===== src/rtl/sum_select_pkg.sv =====
// sum_select_pkg: shared types and the result-resolve helper for sum_select_unit.
//   WIDTH        - operand/result width; bit 0 is MSB ([0:WIDTH-1]), matching the adder slice.
//   res_t        - resolved result {mag, sign, zero, ovf}.
//   skid_state_t - occupancy of the 2-entry output skid buffer.
//   resolve()    - turns the adder's dual outputs into magnitude/sign or sum/overflow.
package sum_select_pkg;

    localparam int unsigned WIDTH = 8;

    typedef struct packed {
        logic [0:WIDTH-1] mag;
        logic             sign;
        logic             zero;
        logic             ovf;
    } res_t;

    typedef enum logic [1:0] {
        EMPTY,
        ONE,
        TWO
    } skid_state_t;

    // In subtract mode a missing carry-out means A < B, so the magnitude is taken
    // from the inverted-sum path. Zero is never reported as negative.
    function automatic res_t resolve(input logic             sub,
                                     input logic [0:WIDTH-1] s,
                                     input logic [0:WIDTH-1] s_invert,
                                     input logic             c_out1);
        res_t r;
        r.mag  = s;
        r.sign = 1'b0;
        r.ovf  = 1'b0;
        if (!sub) begin
            r.ovf = c_out1;
        end else if (!c_out1) begin
            r.mag  = s_invert;
            r.sign = 1'b1;
        end
        r.zero = (r.mag == '0);
        if (r.zero) begin
            r.sign = 1'b0;
        end
        return r;
    endfunction

endpackage


===== src/rtl/sum_select_unit_if.sv =====
// sum_select_unit_if: input handshake, adder-slice data, output result bus and status.
//   slave  - the unit's view (takes adder results, drives result bus and status).
//   master - the environment's view (drives adder results, consumes result bus).
interface sum_select_unit_if #(
    parameter int unsigned width     = sum_select_pkg::WIDTH,
    parameter int unsigned cnt_width = 16
);
    logic                 in_valid;
    logic                 in_ready;
    logic                 sub;
    logic [0:width-1]     s;
    logic [0:width-1]     s_invert;
    logic                 c_out1;
    logic                 c_out2;
    logic                 out_valid;
    logic                 out_ready;
    logic [0:width-1]     mag;
    logic                 sign;
    logic                 zero;
    logic                 ovf;
    logic                 ovf_sticky;
    logic                 clr;
    logic [cnt_width-1:0] txn_cnt;

    modport slave (
        input  in_valid, sub, s, s_invert, c_out1, c_out2, out_ready, clr,
        output in_ready, out_valid, mag, sign, zero, ovf, ovf_sticky, txn_cnt
    );

    modport master (
        output in_valid, sub, s, s_invert, c_out1, c_out2, out_ready, clr,
        input  in_ready, out_valid, mag, sign, zero, ovf, ovf_sticky, txn_cnt
    );
endinterface


===== src/rtl/sum_skid_buffer.sv =====
// sum_skid_buffer: generic 2-entry valid/ready buffer, strict FIFO order.
//   clk, rst_n              - clock, asynchronous active-low reset.
//   i_in_valid/o_in_ready   - upstream handshake; o_in_ready is a flop, low only when full.
//   i_in_data               - upstream payload.
//   o_out_valid/i_out_ready - downstream handshake; o_out_valid is a flop.
//   o_out_data              - head entry; held stable while stalled, cleared only by reset.
module sum_skid_buffer
    import sum_select_pkg::*;
#(
    parameter int unsigned DataWidth = 8
) (
    input  logic                 clk,
    input  logic                 rst_n,
    input  logic                 i_in_valid,
    output logic                 o_in_ready,
    input  logic [DataWidth-1:0] i_in_data,
    output logic                 o_out_valid,
    input  logic                 i_out_ready,
    output logic [DataWidth-1:0] o_out_data
);

    skid_state_t          r_state;
    logic                 r_in_ready;
    logic                 r_out_valid;
    logic [DataWidth-1:0] r_head;
    logic [DataWidth-1:0] r_skid;
    logic                 w_acc;
    logic                 w_xfer;

    assign w_acc  = i_in_valid & r_in_ready;
    assign w_xfer = r_out_valid & i_out_ready;

    always_ff @(posedge clk or negedge rst_n) begin
        if (!rst_n) begin
            r_state     <= EMPTY;
            r_in_ready  <= 1'b1;
            r_out_valid <= 1'b0;
            r_head      <= '0;
            r_skid      <= '0;
        end else begin
            unique case (r_state)
                EMPTY: begin
                    if (w_acc) begin
                        r_head      <= i_in_data;
                        r_out_valid <= 1'b1;
                        r_state     <= ONE;
                    end
                end
                ONE: begin
                    if (w_acc && !w_xfer) begin
                        r_skid     <= i_in_data;
                        r_in_ready <= 1'b0;
                        r_state    <= TWO;
                    end else if (w_acc && w_xfer) begin
                        r_head <= i_in_data;
                    end else if (w_xfer) begin
                        r_out_valid <= 1'b0;
                        r_state     <= EMPTY;
                    end
                end
                TWO: begin
                    // in_ready is low here, so only a drain can happen.
                    if (w_xfer) begin
                        r_head     <= r_skid;
                        r_in_ready <= 1'b1;
                        r_state    <= ONE;
                    end
                end
                default: begin
                    r_in_ready  <= 1'b1;
                    r_out_valid <= 1'b0;
                    r_state     <= EMPTY;
                end
            endcase
        end
    end

    assign o_in_ready  = r_in_ready;
    assign o_out_valid = r_out_valid;
    assign o_out_data  = r_head;

endmodule


===== src/rtl/sum_select_unit.sv =====
// sum_select_unit: registered consumer of the dual-output carry-select adder slice.
//   clk, rst_n - clock, asynchronous active-low reset.
//   bus        - slave side of sum_select_unit_if: adder results in (in_valid/in_ready,
//                sub, s, s_invert, c_out1, c_out2), resolved result out (out_valid/out_ready,
//                mag, sign, zero, ovf), status (ovf_sticky, txn_cnt) and synchronous clr.
// width must equal sum_select_pkg::WIDTH since res_t is sized by the package.
module sum_select_unit
    import sum_select_pkg::*;
#(
    parameter int unsigned width     = WIDTH,
    parameter int unsigned cnt_width = 16
) (
    input  logic             clk,
    input  logic             rst_n,
    sum_select_unit_if.slave bus
);

    logic [0:width-1]     w_s;
    logic [0:width-1]     w_s_invert;
    res_t                 w_res;
    res_t                 w_head;
    logic                 w_in_ready;
    logic                 w_out_valid;
    logic                 w_xfer;
    logic                 r_ovf_sticky;
    logic [cnt_width-1:0] r_txn_cnt;

    assign w_s        = bus.s;
    assign w_s_invert = bus.s_invert;
    assign w_res      = resolve(bus.sub, w_s, w_s_invert, bus.c_out1);
    assign w_xfer     = w_out_valid & bus.out_ready;

    sum_skid_buffer #(
        .DataWidth($bits(res_t))
    ) u_skid (
        .clk        (clk),
        .rst_n      (rst_n),
        .i_in_valid (bus.in_valid),
        .o_in_ready (w_in_ready),
        .i_in_data  (w_res),
        .o_out_valid(w_out_valid),
        .i_out_ready(bus.out_ready),
        .o_out_data (w_head)
    );

    // clr has priority: a result transferred in the clearing cycle is neither
    // counted nor recorded in the sticky flag.
    always_ff @(posedge clk or negedge rst_n) begin
        if (!rst_n) begin
            r_ovf_sticky <= 1'b0;
            r_txn_cnt    <= '0;
        end else if (bus.clr) begin
            r_ovf_sticky <= 1'b0;
            r_txn_cnt    <= '0;
        end else if (w_xfer) begin
            r_txn_cnt <= r_txn_cnt + cnt_width'(1);
            if (w_head.ovf) begin
                r_ovf_sticky <= 1'b1;
            end
        end
    end

    // A subtract result must come with exactly one of the two carry-outs set.
    always_ff @(posedge clk) begin
        if (rst_n && bus.in_valid && w_in_ready && bus.sub) begin
            assert (bus.c_out1 ^ bus.c_out2);
        end
    end

    assign bus.in_ready   = w_in_ready;
    assign bus.out_valid  = w_out_valid;
    assign bus.mag        = w_head.mag;
    assign bus.sign       = w_head.sign;
    assign bus.zero       = w_head.zero;
    assign bus.ovf        = w_head.ovf;
    assign bus.ovf_sticky = r_ovf_sticky;
    assign bus.txn_cnt    = r_txn_cnt;

endmodule


===== src/flat_wrapper.sv =====
// flat-port wrapper written by rule: the top's interface ports become plain ports
module sum_select_unit_flat import sum_select_pkg::*;
#(
    parameter int unsigned width     = WIDTH,
    parameter int unsigned cnt_width = 16
)
  (clk, rst_n, bus_in_valid, bus_sub, bus_s, bus_s_invert, bus_c_out1, bus_c_out2, bus_out_ready, bus_clr, bus_in_ready, bus_out_valid, bus_mag, bus_sign, bus_zero, bus_ovf, bus_ovf_sticky, bus_txn_cnt);
  sum_select_unit_if #(.width(width), .cnt_width(cnt_width)) bus_i ();
  input  logic clk;
  input  logic rst_n;
  input wire logic [$bits(bus_i.in_valid)-1:0] bus_in_valid;
  input wire logic [$bits(bus_i.sub)-1:0] bus_sub;
  input wire logic [$bits(bus_i.s)-1:0] bus_s;
  input wire logic [$bits(bus_i.s_invert)-1:0] bus_s_invert;
  input wire logic [$bits(bus_i.c_out1)-1:0] bus_c_out1;
  input wire logic [$bits(bus_i.c_out2)-1:0] bus_c_out2;
  input wire logic [$bits(bus_i.out_ready)-1:0] bus_out_ready;
  input wire logic [$bits(bus_i.clr)-1:0] bus_clr;
  output wire logic [$bits(bus_i.in_ready)-1:0] bus_in_ready;
  output wire logic [$bits(bus_i.out_valid)-1:0] bus_out_valid;
  output wire logic [$bits(bus_i.mag)-1:0] bus_mag;
  output wire logic [$bits(bus_i.sign)-1:0] bus_sign;
  output wire logic [$bits(bus_i.zero)-1:0] bus_zero;
  output wire logic [$bits(bus_i.ovf)-1:0] bus_ovf;
  output wire logic [$bits(bus_i.ovf_sticky)-1:0] bus_ovf_sticky;
  output wire logic [$bits(bus_i.txn_cnt)-1:0] bus_txn_cnt;
  assign bus_i.in_valid = bus_in_valid;
  assign bus_i.sub = bus_sub;
  assign bus_i.s = bus_s;
  assign bus_i.s_invert = bus_s_invert;
  assign bus_i.c_out1 = bus_c_out1;
  assign bus_i.c_out2 = bus_c_out2;
  assign bus_i.out_ready = bus_out_ready;
  assign bus_i.clr = bus_clr;
  assign bus_in_ready = bus_i.in_ready;
  assign bus_out_valid = bus_i.out_valid;
  assign bus_mag = bus_i.mag;
  assign bus_sign = bus_i.sign;
  assign bus_zero = bus_i.zero;
  assign bus_ovf = bus_i.ovf;
  assign bus_ovf_sticky = bus_i.ovf_sticky;
  assign bus_txn_cnt = bus_i.txn_cnt;
  sum_select_unit #(.width(width), .cnt_width(cnt_width)) u_core (.clk(clk), .rst_n(rst_n), .bus(bus_i));
endmodule

===== config.mk =====
export PLATFORM = sky130hd
export DESIGN_NAME = sum_select_unit_flat
export DESIGN_NICKNAME = d
export VERILOG_FILES = /design/src/rtl/sum_select_pkg.sv /design/src/rtl/sum_select_unit_if.sv /design/src/rtl/sum_skid_buffer.sv /design/src/rtl/sum_select_unit.sv /design/src/flat_wrapper.sv
export SDC_FILE = /design/constraint.sdc
export NUM_CORES = 1
export LEC_CHECK = 0
export BUFFER_PORTS_ARGS = -buffer_cell sky130_fd_sc_hd__buf_4
export CAP_MARGIN = 0
export CORE_UTILIZATION = 52
export CTS_BUF_LIST = sky130_fd_sc_hd__clkbuf_16
export CTS_CLUSTER_DIAMETER = 200
export DETAILED_ROUTE_END_ITERATION = 12
export PLACE_DENSITY = 0.79
export SYNTH_ARGS = -nofsm -noshare
export SYNTH_HDL_FRONTEND = slang
export SYNTH_SLANG_ARGS = --single-unit

===== constraint.sdc =====
create_clock -name clk -period 4.7 [get_ports clk]
set_clock_uncertainty 0.1 [all_clocks]
set_input_delay 0.705 -clock clk [delete_from_list [all_inputs] [get_ports clk]]
set_output_delay 0.705 -clock clk [all_outputs]
set_load 0.1 [all_outputs]

; Word-level counts from Yosys, hierarchy flattened
; Cells that the tools add are included.
[classes]
add_sub_neg = 1
n_eq_ne = 11
n_mux = 28
bitwise_logic = 4
reduce_logical = 14
[ops]
columns = cell, n
row1 = $mux 11, 4
row2 = $pmux 11 s3, 1
row3 = $mux 16, 2
row4 = $mux 9, 2
row5 = $add 16x1->16 const B, 1
row6 = $ne 2x2->1 const B, 7
row7 = $mux 1, 11
row8 = $mux 2, 5
row9 = $reduce_and 5->1, 2
row10 = $logic_not 8->1, 1
row11 = $ne 3x3->1 const B, 2
row12 = $pmux 1 s3, 2
row13 = $pmux 2 s3, 1
row14 = $reduce_and 2->1, 2
row15 = $reduce_and 4->1, 1
row16 = $reduce_bool 2->1, 2
row17 = $reduce_and 3->1, 1
row18 = $reduce_bool 3->1, 1
row19 = $and 1x1->1, 2
row20 = $eq 2x1->1 const B, 1
row21 = $eq 2x2->1 const B, 1
row22 = $logic_and 1x1->1, 2
row23 = $logic_not 2->1, 1
row24 = $not 1->1, 2
row25 = $logic_not 1->1, 1
[word_totals]
ff_bits = 43
in_bits = 24
out_inout_bits = 30

; Longest topological paths before layout
; Gate-level depths: netlist of run 1.
[logic_depth]
word_depth = 7
depth_mapped = 6
ltp_nobuf = 5

; Hierarchy
; A second synthesis of run 1 with hierarchy kept.
[hier_totals]
cells_unflattened = 187
hier_area_um2 = 2187.1
[modules_own_cells]
columns = mod, instances, cells_each, area_each_um2, seq_area_each_um2
row1 = sum_skid_buffer, 1, 85, 1207.4, 651.9
row2 = sum_select_unit, 1, 102, 979.7, 425.4

; Worst setup path before layout of run 1
; OpenSTA, ideal clock, no wires.
[synth_path]
path_type = reg2reg
from = register u_core.u_skid.r_out_valid (netlist: u_core.u_skid.o_out_valid)
to = register u_core.u_skid.r_head[10] (netlist: u_core.u_skid.o_out_data[10])
setup_ns = 0.125
t_arrival_ns = 2.087
required_time_ns = 4.475
path_slack_ns = 2.388
stages_incl_launch_ff = 5
path_buffers = 1
period_less_slack_ns = 2.312
cell_sequence = dfrtp_1 > a21boi_2 > o32ai_2 > buf_2 > mux2_2
[synth_between]
elab_chain_cells = 5
word_cells_on_any_way = 8
cone_classes = eq/ne (3) / bitwise (1) / reduce/logical (4)
[synth_rtl]
columns = item, line_no
row1 = from (decl), sum_skid_buffer.sv:24  ; logic r_out_valid;
row2 = from (signal assigned), sum_skid_buffer.sv:37  ; r_out_valid <= 1'b0;
row3 = from (signal assigned), sum_skid_buffer.sv:45  ; r_out_valid <= 1'b1;
row4 = from (signal assigned), sum_skid_buffer.sv:57  ; r_out_valid <= 1'b0;
row5 = $and 1x1->1 *, sum_skid_buffer.sv:31  ; assign w_xfer = r_out_valid & i_out_ready;
row6 = $logic_not 1->1, sum_skid_buffer.sv:50  ; if (w_acc && !w_xfer) begin
row7 = $logic_and 1x1->1, sum_skid_buffer.sv:50
row8 = $ne 2x2->1 (no source line), --
row9 = $reduce_and 5->1 (no source line) *, --
row10 = to (signal assigned), sum_skid_buffer.sv:44  ; r_head <= i_in_data;
row11 = to (signal assigned), sum_skid_buffer.sv:55  ; r_head <= i_in_data;
row12 = to (signal assigned), sum_skid_buffer.sv:64  ; r_head <= r_skid;
row13 = to (decl), sum_skid_buffer.sv:25  ; logic [DataWidth-1:0] r_head;
; Mark *: on every way between the ends. The rest lies on a longest branch, timed or not.
; A chain may end at the register's enable or synchronous reset.

; Final worst setup path of run 1
[layout_path]
from = register u_core.u_skid.r_state[0]
to = register u_core.u_skid.r_head[3] (netlist: u_core.u_skid.o_out_data[3])
[layout_between]
elab_chain_cells = 3
word_cells_on_any_way = 10
cone_classes = eq/ne (6) / mux (1) / reduce/logical (3)
[layout_rtl]
columns = item, line_no
row1 = from (decl), sum_skid_buffer.sv:22  ; skid_state_t r_state;
row2 = from (signal assigned), sum_skid_buffer.sv:35  ; r_state <= EMPTY;
row3 = from (signal assigned), sum_skid_buffer.sv:46  ; r_state <= ONE;
row4 = from (signal assigned), sum_skid_buffer.sv:53  ; r_state <= TWO;
row5 = "$eq 2x1->1, or another cell as far along", sum_skid_buffer.sv:41  ; unique case (r_state)
row6 = $ne 2x2->1 (no source line) / $reduce_bool 3->1 (equally long branches), --
row7 = $reduce_and 5->1 (no source line), --
; Several ways; a longest one is shown, not always the timed one.

==> results_dict.tcl, run 1 <==
set metrics [dict create \
    status "finished, final reports clean" \
    crit_buf_inv 0 \
    fin_area_um2 2650 \
    synth_most_common_cell "dfrtp_1" \
    vias 1699 \
    htree_levels 2 \
    power.density_nw_per_um2 628 \
    cp-end-kind "flip-flop" \
    io_pins 54 \
    async_flop_share_pct 100 \
    portBuffers 52 \
    fillCellCount 291 \
    cts_buffer_depth 2 \
    synth_flop_cell "dfrtp_1" \
    placed_cell_area_um2 2510 \
    ys_seq_area_share_pct 51.1 \
    grt_pass1_vias 1641 \
    antenna_left 0 \
    gp_congestion 0.898 \
    vias_per_cell 5.48 \
    antenna_cells 0 \
    synth_edf_count 0 \
    synthAdderAreaFrac_pct 0.594 \
    fmax_mhz 439 \
    syn_inst 212 \
    critPathKind "reg -> reg" \
    cellLeakagePower_nw 1.24 \
    cp.arrival_ps 2350 \
    grt_max_degree 44 \
    hold_buffers 0 \
    synth_nets 237 \
    netlist.area_leader.share_pct 49.9 \
    r2r_setup_slack_ps 2420 \
    grt_overflow 0 \
    peakVddDrop_uv 516 \
    syn_area_um2 2110 \
    cts_tree "built" \
    start_util_pct 55.9 \
    period_minus_slack_ps 2280 \
    numCtsBuffers 5 \
    r2r-start "u_core.u_skid.r_state[0]" \
    insertion_delay_ps 280 \
    synth.area.mux_share_pct 9.09 \
    synth_compound_area_share_pct 10.9 \
    cts_resized 0 \
    slowest_delay_ps 690 \
    required_ps 4770 \
    core-area_um2 3770 \
    path_max_fanout 21 \
    grt_usage_pct 23.7 \
    syn_avg_cell_area_um2 9.94 \
    synth_simple_gate_area_share_pct 19.8 \
    synth-seq-cells 43 \
    postCtsSetupBuffers 0 \
    synth_common_cells "dfrtp_1 (42), nor2_1 (24), nand2_1 (20)" \
    slew_headroom_pct 34.8 \
    final_nets 286 \
    finalSetupViolations 0 \
    rsz0062_at_grt "no" \
    die_x_um 65.7 \
    drive_above_1_share_pct 27.9 \
    clk_pin_slew_ps 60 \
    rows 22 \
    finalHoldViolations 0 \
    yosys_warnings 0 \
    synth_top_family_by_area "simple AND/OR/NAND/NOR gates" \
    slew_violations 0 \
    antenna_found_initial 0 \
    period_share_pct 48.5 \
    worstSetupStartpointType "flip-flop" \
    wirelength_um 4380 \
    routedWlPerCell_um 14.1 \
    dp_hpwl_um 3070 \
    critPathLaunch "u_core.u_skid.r_state[0]" \
    cp-endpoint "u_core.u_skid.o_out_data[3]" \
    drc 0 \
    path_depth 3 \
    cts_root_buf "clkbuf_16" \
    synthTopCellsByArea "dfrtp_1 (50%), mux2_2 (4.8%), mux2i_1 (4.3%), nor2_1 (4.3%), a21oi_1 (3.6%)" \
    fin_setup_tns_ps 0 \
    synth_xor_area_share_pct 5.40 \
    drv_cap 0 \
    critPathSlowestCell "o32ai_2" \
    grt_pass1_wl_um 7510 \
    die_y_um 65.7 \
    cp_cell_sequence "nand2b_1 -> o32ai_2 -> mux2_2" \
    area_delta_synth_final_pct 25.8 \
    synth_cell_types 35 \
    worst_slew_pin_slew_ps 978 \
    reg2reg_depth 3 \
    drtIter0Drc 151 \
    yosysTopAreaCell "dfrtp_1" \
    crit_family "compound AO/OA/AOI/OAI gates" \
    die-area_um2 4310 \
    firstDrtPassIters 4 \
    reg2reg_to "u_core.u_skid.o_out_data[3]" \
    cts_sinks 43 \
    hold_class "in -> async" \
]
## metrics by stage
stage                     power, W  hold WS, ps  setup slack [ps]  std cells  util, %
after global routing       0.00175          344              2210        310     70.3
after floorplan            0.00118          309              2390        212        -
after detailed placement   0.00135          373              2270        302     66.7
final                      0.00167          305              2420        310     70.3
after CTS                  0.00168          323              2410        310     70.3
after global placement     0.00133          364              2290        302     66.7
## layout make-up
class | count | area (um^2) | share of cell area, %
well taps | 48 | 60.1 | 2.27
clock buffers | 5 | 125 | 4.72
multi-input cells | 153 | 965 | 36.4
inverters | 6 | 22.5 | 0.849
flip-flops and latches | 43 | 1080 | 40.6
repair buffers | 52 | 390 | 14.7
clock inverters | 3 | 11.3 | 0.425
## cells by family (layout without fill, tap and decap cells)
group | after synthesis | in the layout
adders and majority gates | 1 | 1
buffers and inverters | 16 | 66
and+or+nand+nor | 82 | 82
AOI/OAI and AO/OA | 39 | 39
muxes | 18 | 18
DFF | 43 | 43
xor gates and xnor gates | 13 | 13
## per-layer routing
layer,track usage (%),part of all wire (%),vias to the layer above
li1,-,-,846
met1,29.9,47,817
met2,37.5,47,28
met3,7.99,4.4,8
met4,8.42,1.4,0
met5,0,0,-
## state kept, by name, indices dropped and copies added, names as in the netlist
signal                     count
u_core.bus.txn_cnt            16
u_core.u_skid.o_out_data      11
u_core.u_skid.r_skid          11
u_core.u_skid.r_state          2
u_core.bus.ovf_sticky          1
u_core.u_skid.o_in_ready       1
u_core.u_skid.o_out_valid      1
## power by group
group	leakage (nW)	internal (W)	switching, W
clock	0.0701	0.000191	0.000131
combinational	0.618	0.000187	0.000596
sequential	0.555	0.000483	0.0000766
## placed cells by master (no fill, tap or decap), drive strengths merged
| master | netlist | layout |
|---|---|---|
| and4 | 3 | 3 |
| o32ai | 1 | 1 |
| clkbuf | 5 | 5 |
| xnor2 | 7 | 7 |
| buf | 5 | 52 |
| a31oi | 1 | 1 |
| nand3b | 2 | 2 |
| dfrtp | 42 | 42 |
| nand3 | 6 | 6 |
| o22ai | 2 | 2 |
| nor2 | 24 | 24 |
| mux2 | 9 | 9 |
| a32oi | 1 | 1 |
| mux2i | 9 | 9 |
| or3 | 3 | 3 |
| a21boi | 1 | 1 |
| a21oi | 15 | 15 |
| dfstp | 1 | 1 |
| a211oi | 1 | 1 |
| nor3 | 4 | 4 |
| nand2 | 20 | 20 |
| and2 | 1 | 1 |
| xor2 | 6 | 6 |
| a31o | 1 | 1 |
| inv | 6 | 7 |
| clkinv | 0 | 2 |
| nand4 | 7 | 7 |
| o21a | 1 | 1 |
| nor4 | 8 | 8 |
| ha | 1 | 1 |
| o21ai | 15 | 15 |
| nand2b | 4 | 4 |
## worst min path at each step
stage	start	to	slack, ps	depth (start not counted)
finish	rst_n	u_core.u_skid.o_out_data[9]	300	1
global route	rst_n	u_core.u_skid.r_skid[9]	340	1
CTS	rst_n	u_core.u_skid.r_skid[9]	320	1
detailed placement	u_core.u_skid.o_in_ready	u_core.u_skid.o_in_ready	370	2
global placement	u_core.u_skid.r_skid[10]	u_core.u_skid.r_skid[10]	360	2
floorplan	rst_n	u_core.bus.ovf_sticky	310	0
Power figures use the tool's default switching activity.
==> run 2, diff against run 1 <==
==> constraint.sdc (replaced) <==
create_clock -name clk -period 2.4 [get_ports clk]
set_clock_uncertainty 0.1 [all_clocks]
set_input_delay 0.36 -clock clk [delete_from_list [all_inputs] [get_ports clk]]
set_output_delay 0.36 -clock clk [all_outputs]
set_load 0.1 [all_outputs]
==> run 2 against run 1 <==
  * Total power up 96%
  * Sequential share of layout area fell by 0.49 points
  * Count of clock-buffer cells in the layout unchanged
==> results_dict.tcl, run 2 (synthesized netlist as in run 1, its figures left out) <==
set metrics [dict create \
    pre_cts_ws_ps 564 \
    crit_buf_inv 0 \
    r2r_setup_slack_ps 530 \
    antenna_cells 0 \
    period_minus_slack_ps 1870 \
    vias 1731 \
    fin_total_pwr_w 0.00327 \
    final_cell_mix "buf_4 (55), dfrtp_1 (42), nor2_1 (24)" \
    peakVddDrop_uv 803 \
    slew_violations 0 \
    antenna_left 0 \
    routedWlPerCell_um 14.2 \
    critPathSlowestCell "dfrtp_1" \
    worst_slew_pin_slew_ps 596 \
    fin_area_um2 2680 \
    cts_root_buf "clkbuf_16" \
    path_max_fanout 11 \
    wirelength_um 4450 \
    rows 22 \
    dp_hpwl_um 3140 \
    htree_levels 2 \
    fmax_mhz 534 \
    grt_overflow 0 \
    layout_commonest_cell "buf_4" \
    portBuffers 52 \
    cp.arrival_ps 1980 \
    die-area_um2 4310 \
    slew_headroom_pct 60.3 \
    area_delta_synth_final_pct 27.4 \
    cellLeakagePower_nw 1.26 \
    drv_cap 0 \
    critPathKind "reg -> reg" \
    final_nets 290 \
    largest_register_ffs 16 \
    rsz0062_at_grt "no" \
    crit_family "simple AND/OR/NAND/NOR gates" \
    grt_max_degree 44 \
    period_share_pct 78.1 \
    drtIter0Drc 154 \
    core-area_um2 3770 \
    grt_pass1_vias 1711 \
    numCtsBuffers 5 \
    gp_congestion 0.874 \
    cts_tree "built" \
    grt_usage_pct 24.0 \
    drive_above_1_share_pct 28.6 \
    antenna_found_initial 0 \
    finalHoldViolations 0 \
    postCtsSetupBuffers 0 \
    crit_path_frequent_cell "or3_1" \
    slowest_delay_ps 490 \
    io_pins 54 \
    placed_cell_area_um2 2540 \
    die_y_um 65.7 \
    worstSetupStartpointType "flip-flop" \
    start_util_pct 55.9 \
    vias_per_cell 5.51 \
    hold_class "in -> reg" \
    status "finished, final reports clean" \
    insertion_delay_ps 280 \
    finalSetupViolations 0 \
    finalWorstSetupSlack_ps 526 \
    die_x_um 65.7 \
    cts_sinks 43 \
    firstDrtPassIters 4 \
    grt_pass1_wl_um 7710 \
    cp-end-kind "flip-flop" \
    cp_cell_sequence "nand2_1 -> or3_1 -> or3_1 -> a21oi_1" \
    required_ps 2510 \
    power.density_nw_per_um2 1220 \
    clk_pin_slew_ps 60 \
    drc 0 \
    fin_setup_tns_ps 0 \
    cts_buffer_depth 2 \
]
-- run 2: layout make-up --
type                            count  area (um^2)
Timing Repair Buffer               56          423
Tap cell                           48         60.1
Multi-Input combinational cell    153          965
Sequential cell                    43         1080
Fill cell                         305         1090
Clock inverter                      3         11.3
Clock buffer                        5          125
Inverter                            6         22.5
-- run 2: power breakdown --
part           internal (W)  total, W  leakage [nW]  switching (W)
clock network      0.000374  0.000624        0.0701       0.000250
registers          0.000946   0.00110         0.555       0.000154
logic              0.000376   0.00155         0.636        0.00117
total               0.00170   0.00327          1.26        0.00158
-- run 2: timing repair --
action                                  CTS  global route
endpoints found under the setup margin    0             0
hold buffers                              1             0
resized for setup                         0             0
endpoints found under the hold margin    42             0
-- run 2: through the flow --
step	hold slack (ps)	std cells	utilization (%)
2_1_floorplan	-35.6	212	-
3_3_place_gp	279	305	67.3
3_5_place_dp	281	305	67.3
4_1_cts	152	314	71.2
5_1_grt	160	314	71.2
6_report	165	314	71.2
-- run 2: final timing paths --
check | from | to | depth (start not counted)
max | u_core.u_skid.o_out_valid | u_core.bus.txn_cnt[13] | 4
min | bus_in_valid | u_core.u_skid.o_in_ready | 2
max reg2reg | u_core.u_skid.o_out_valid | u_core.bus.txn_cnt[13] | 4
min reg2reg | u_core.u_skid.r_skid[1] | u_core.u_skid.r_skid[1] | 2
max in group asynchronous | rst_n | u_core.u_skid.o_in_ready | 2
min in group asynchronous | rst_n | u_core.u_skid.o_out_data[1] | 2
-- run 2: layer usage --
metal  up-vias  wire length [um]  global-route usage (%)
met5         -                 0                       0
li1        853                 -                       -
met3         6               231                    6.60
met1       825              2010                    31.2
met4         0                54                    7.34
met2        47              2150                    38.8
==> run 3, diff against run 2 <==
--- a/config.mk
+++ b/config.mk
@@ -5,13 +5,14 @@
 export SDC_FILE = /design/constraint.sdc
 export NUM_CORES = 1
 export LEC_CHECK = 0
+export ABC_AREA = 1
 export BUFFER_PORTS_ARGS = -buffer_cell sky130_fd_sc_hd__buf_4
 export CAP_MARGIN = 0
 export CORE_UTILIZATION = 52
 export CTS_BUF_LIST = sky130_fd_sc_hd__clkbuf_16
 export CTS_CLUSTER_DIAMETER = 200
 export DETAILED_ROUTE_END_ITERATION = 12
-export PLACE_DENSITY = 0.79
+export PLACE_DENSITY = 0.78
 export SYNTH_ARGS = -nofsm -noshare
 export SYNTH_HDL_FRONTEND = slang
 export SYNTH_SLANG_ARGS = --single-unit
==> constraint.sdc (replaced) <==
create_clock -name clk -period 1.95 [get_ports clk]
set_clock_uncertainty 0.1 [all_clocks]
set_input_delay 0.2925 -clock clk [delete_from_list [all_inputs] [get_ports clk]]
set_output_delay 0.2925 -clock clk [all_outputs]
set_load 0.1 [all_outputs]
==> run 3 against run 2 <==
  * Total power fell by 41%
  * Wire length rose by 2.5%
  * Critical path depth rose by 4
  * First-iteration DRC count fell by 22%
  * Flip-flop and latch count did not move
  * Count of clock-buffer cells in the layout did not move
  * Die area rose by 5.1%
  * Largest cell class unchanged
==> results_dict.tcl, run 3 <==
set metrics [dict create \
    cts_root_buf "clkbuf_16" \
    hold_class "in -> reg" \
    placed_cell_area_um2 2650 \
    die-area_um2 4530 \
    r2r-start "u_core.bus.txn_cnt[0]" \
    worstSetupStartpointType "flip-flop" \
    synth_common_cells "nand2_1 (76), dfrtp_1 (42), inv_1 (33)" \
    intPower_w 0.00154 \
    syn_avg_cell_area_um2 7.78 \
    final_nets 365 \
    fin_setup_tns_ps 0 \
    syn_area_um2 2220 \
    power_switching_w 0.000389 \
    gp_congestion 0.762 \
    critPathLaunch "u_core.bus.txn_cnt[0]" \
    period_minus_slack_ps 1670 \
    crit_family "simple AND/OR/NAND/NOR gates" \
    firstDrtPassIters 4 \
    numCtsBuffers 5 \
    vias_per_cell 5.14 \
    die_y_um 67.3 \
    ys_seq_area_share_pct 48.6 \
    rows 23 \
    largest_register_ffs 16 \
    top_usage_layer "met2" \
    drive_above_1_share_pct 25.5 \
    synth_nets 310 \
    netlist.area_leader.share_pct 47.4 \
    die_x_um 67.3 \
    reg2reg_to "u_core.bus.txn_cnt[10]" \
    synthTopCellsByArea "dfrtp_1 (47%), nand2_1 (13%), inv_1 (5.6%), nor2_1 (5.4%), nand3_1 (4.7%)" \
    met2_usage_pct 40.6 \
    cts_resized 0 \
    r2r_setup_slack_ps 280 \
    cellLeakagePower_nw 1.42 \
    clk_pin_slew_ps 60 \
    start_util_pct 54.6 \
    multiInputGateArea_um2 946 \
    required_ps 2010 \
    cp-end-kind "flip-flop" \
    htree_levels 2 \
    cp.arrival_ps 1740 \
    reg2reg_depth 8 \
    syn_inst 285 \
    power_frac_clock_pct 47.6 \
    antenna_cells 0 \
    regArea_um2 1090 \
    worstHoldStart "bus_clr" \
    grt_overflow 0 \
    dp_hpwl_um 3260 \
    layout_commonest_cell "nand2_1" \
    cts_buffer_depth 2 \
    drc 0 \
    grt_pass1_vias 1820 \
    finalSetupViolations 0 \
    cp_cell_sequence "ha_1 -> nand2_1 -> nor2_1 -> nand3_1 -> nor2_2 -> inv_1 -> nor3_1 -> nor3_1" \
    final_cell_mix "nand2_1 (76), buf_4 (54), inv_1 (35)" \
    drtIter0Drc 120 \
    path_max_fanout 5 \
    insertion_delay_ps 280 \
    grt_usage_pct 22.9 \
    routedWlPerCell_um 11.7 \
    worst_slew_pin_slew_ps 544 \
    grt_use_met1_pct 26.5 \
    cts_sinks 43 \
    async_flop_share_pct 100 \
    crit_buf_inv 1 \
    slew_headroom_pct 63.7 \
    crit_path_frequent_cell "nor3_1" \
    synth_edf_count 0 \
    finalHoldViolations 0 \
    peakVddDrop_uv 399 \
    cts_tree "built" \
    wirelength_um 4560 \
    postCtsSetupBuffers 0 \
    grt_use_met3_pct 4.39 \
    area_delta_synth_final_pct 27.2 \
    fmax_mhz 599 \
    drv_cap 0 \
    fillCellCount 339 \
    fin_util_pct 69.5 \
    fin_area_um2 2820 \
    p_seq_share_pct 46.3 \
    yosys_warnings 0 \
    slew_violations 0 \
    slowest_delay_ps 410 \
    synth_cell_types 30 \
    grt_max_degree 44 \
    period_share_pct 85.7 \
    status "finished, final reports clean" \
    min_path_cells 2 \
    combPwrFrac_pct 6.0 \
    critPathKind "reg -> reg" \
    critPathSlowestCell "dfrtp_2" \
    portBuffers 52 \
    holdPathEnd "u_core.bus.txn_cnt[10]" \
    core-area_um2 4060 \
    grt_pass1_wl_um 7650 \
    p_sw_share_pct 20.2 \
    rsz0062_at_grt "no" \
    antenna_found_initial 0 \
    yosysTopAreaCell "dfrtp_1" \
    synth_flop_cell "dfrtp_1" \
    synth-seq-cells 43 \
    vias 2011 \
    antenna_left 0 \
    power.density_nw_per_um2 683 \
    io_pins 54 \
    synth_most_common_cell "nand2_1" \
]
## run 3: cell types whose count changed after synthesis, sizes merged, moves of 7 or more
| cell | change |
|---|---|
| inv | +30 |
| xnor2 | -7 |
| a31oi | +8 |
| nand2 | +59 |
| nand3 | +17 |
| mux2 | -9 |
| mux2i | -9 |
| nor2 | +13 |
| nor4 | -8 |
| o21ai | +8 |
## run 3: repair_timing
item / 4_1_cts / 5_1_grt
endpoints found under the setup margin: 0 / 0
hold buffers: 1 / 0
endpoints found under the hold margin: 42 / 0
## run 3: metal layers
layer | part of all wire, % | up-vias
met2 | 50 | 69
li1 | - | 1021
met1 | 43 | 911
met3 | 4.7 | 10
met4 | 2.1 | 0
met5 | 0 | -
## run 3: area by class of cell
class                      instances  area share (%)
clock inverter                     3            1.33
multi-input combinational        198            33.5
clock buffer                       5            4.44
tap                               50            2.22
inverter                          37            5.10
timing repair buffer              55            14.7
sequential                        43            38.6
## run 3: how the worst max path moves through the flow
stage                                         end  depth (start not counted)
final                      u_core.bus.txn_cnt[10]                          8
after global routing       u_core.bus.txn_cnt[10]                          8
after floorplan            u_core.bus.txn_cnt[14]                          8
after global placement     u_core.bus.txn_cnt[10]                          8
after CTS                 u_core.u_skid.r_skid[8]                          8
after detailed placement  u_core.u_skid.r_skid[8]                          8
## run 3: power groups by stage
stage | Combinational [W] | Clock (W) | Sequential [W]
floorplan | 0.0000546 | 0 | 0.000909
global placement | 0.000116 | 0 | 0.000908
detailed placement | 0.000117 | 0 | 0.000908
CTS | 0.000119 | 0.000935 | 0.000892
global route | 0.000135 | 0.000967 | 0.000892
finish | 0.000117 | 0.000917 | 0.000892
## run 3: stage by stage
step	instances	hold WS [ps]	total power [W]	setup slack [ps]
2_1_floorplan	285	-103	0.000963	4.90
3_3_place_gp	382	212	0.00102	351
3_5_place_dp	382	214	0.00103	320
4_1_cts	391	93.7	0.00195	289
5_1_grt	391	103	0.00199	91.7
6_report	391	97.0	0.00193	279
## run 3: kinds of logic (layout without fill, tap and decap cells)
kind of cell | count (synthesis) | count (layout) | share of synthesized area, %
buffers and inverters | 44 | 100 | 8.75
AND/OR/NAND/NOR | 148 | 148 | 29.8
adder cells (fa/ha/maj) | 1 | 1 | 0.564
flip-flops | 43 | 43 | 48.6
AO/OA/AOI/OAI | 49 | 49 | 12.3
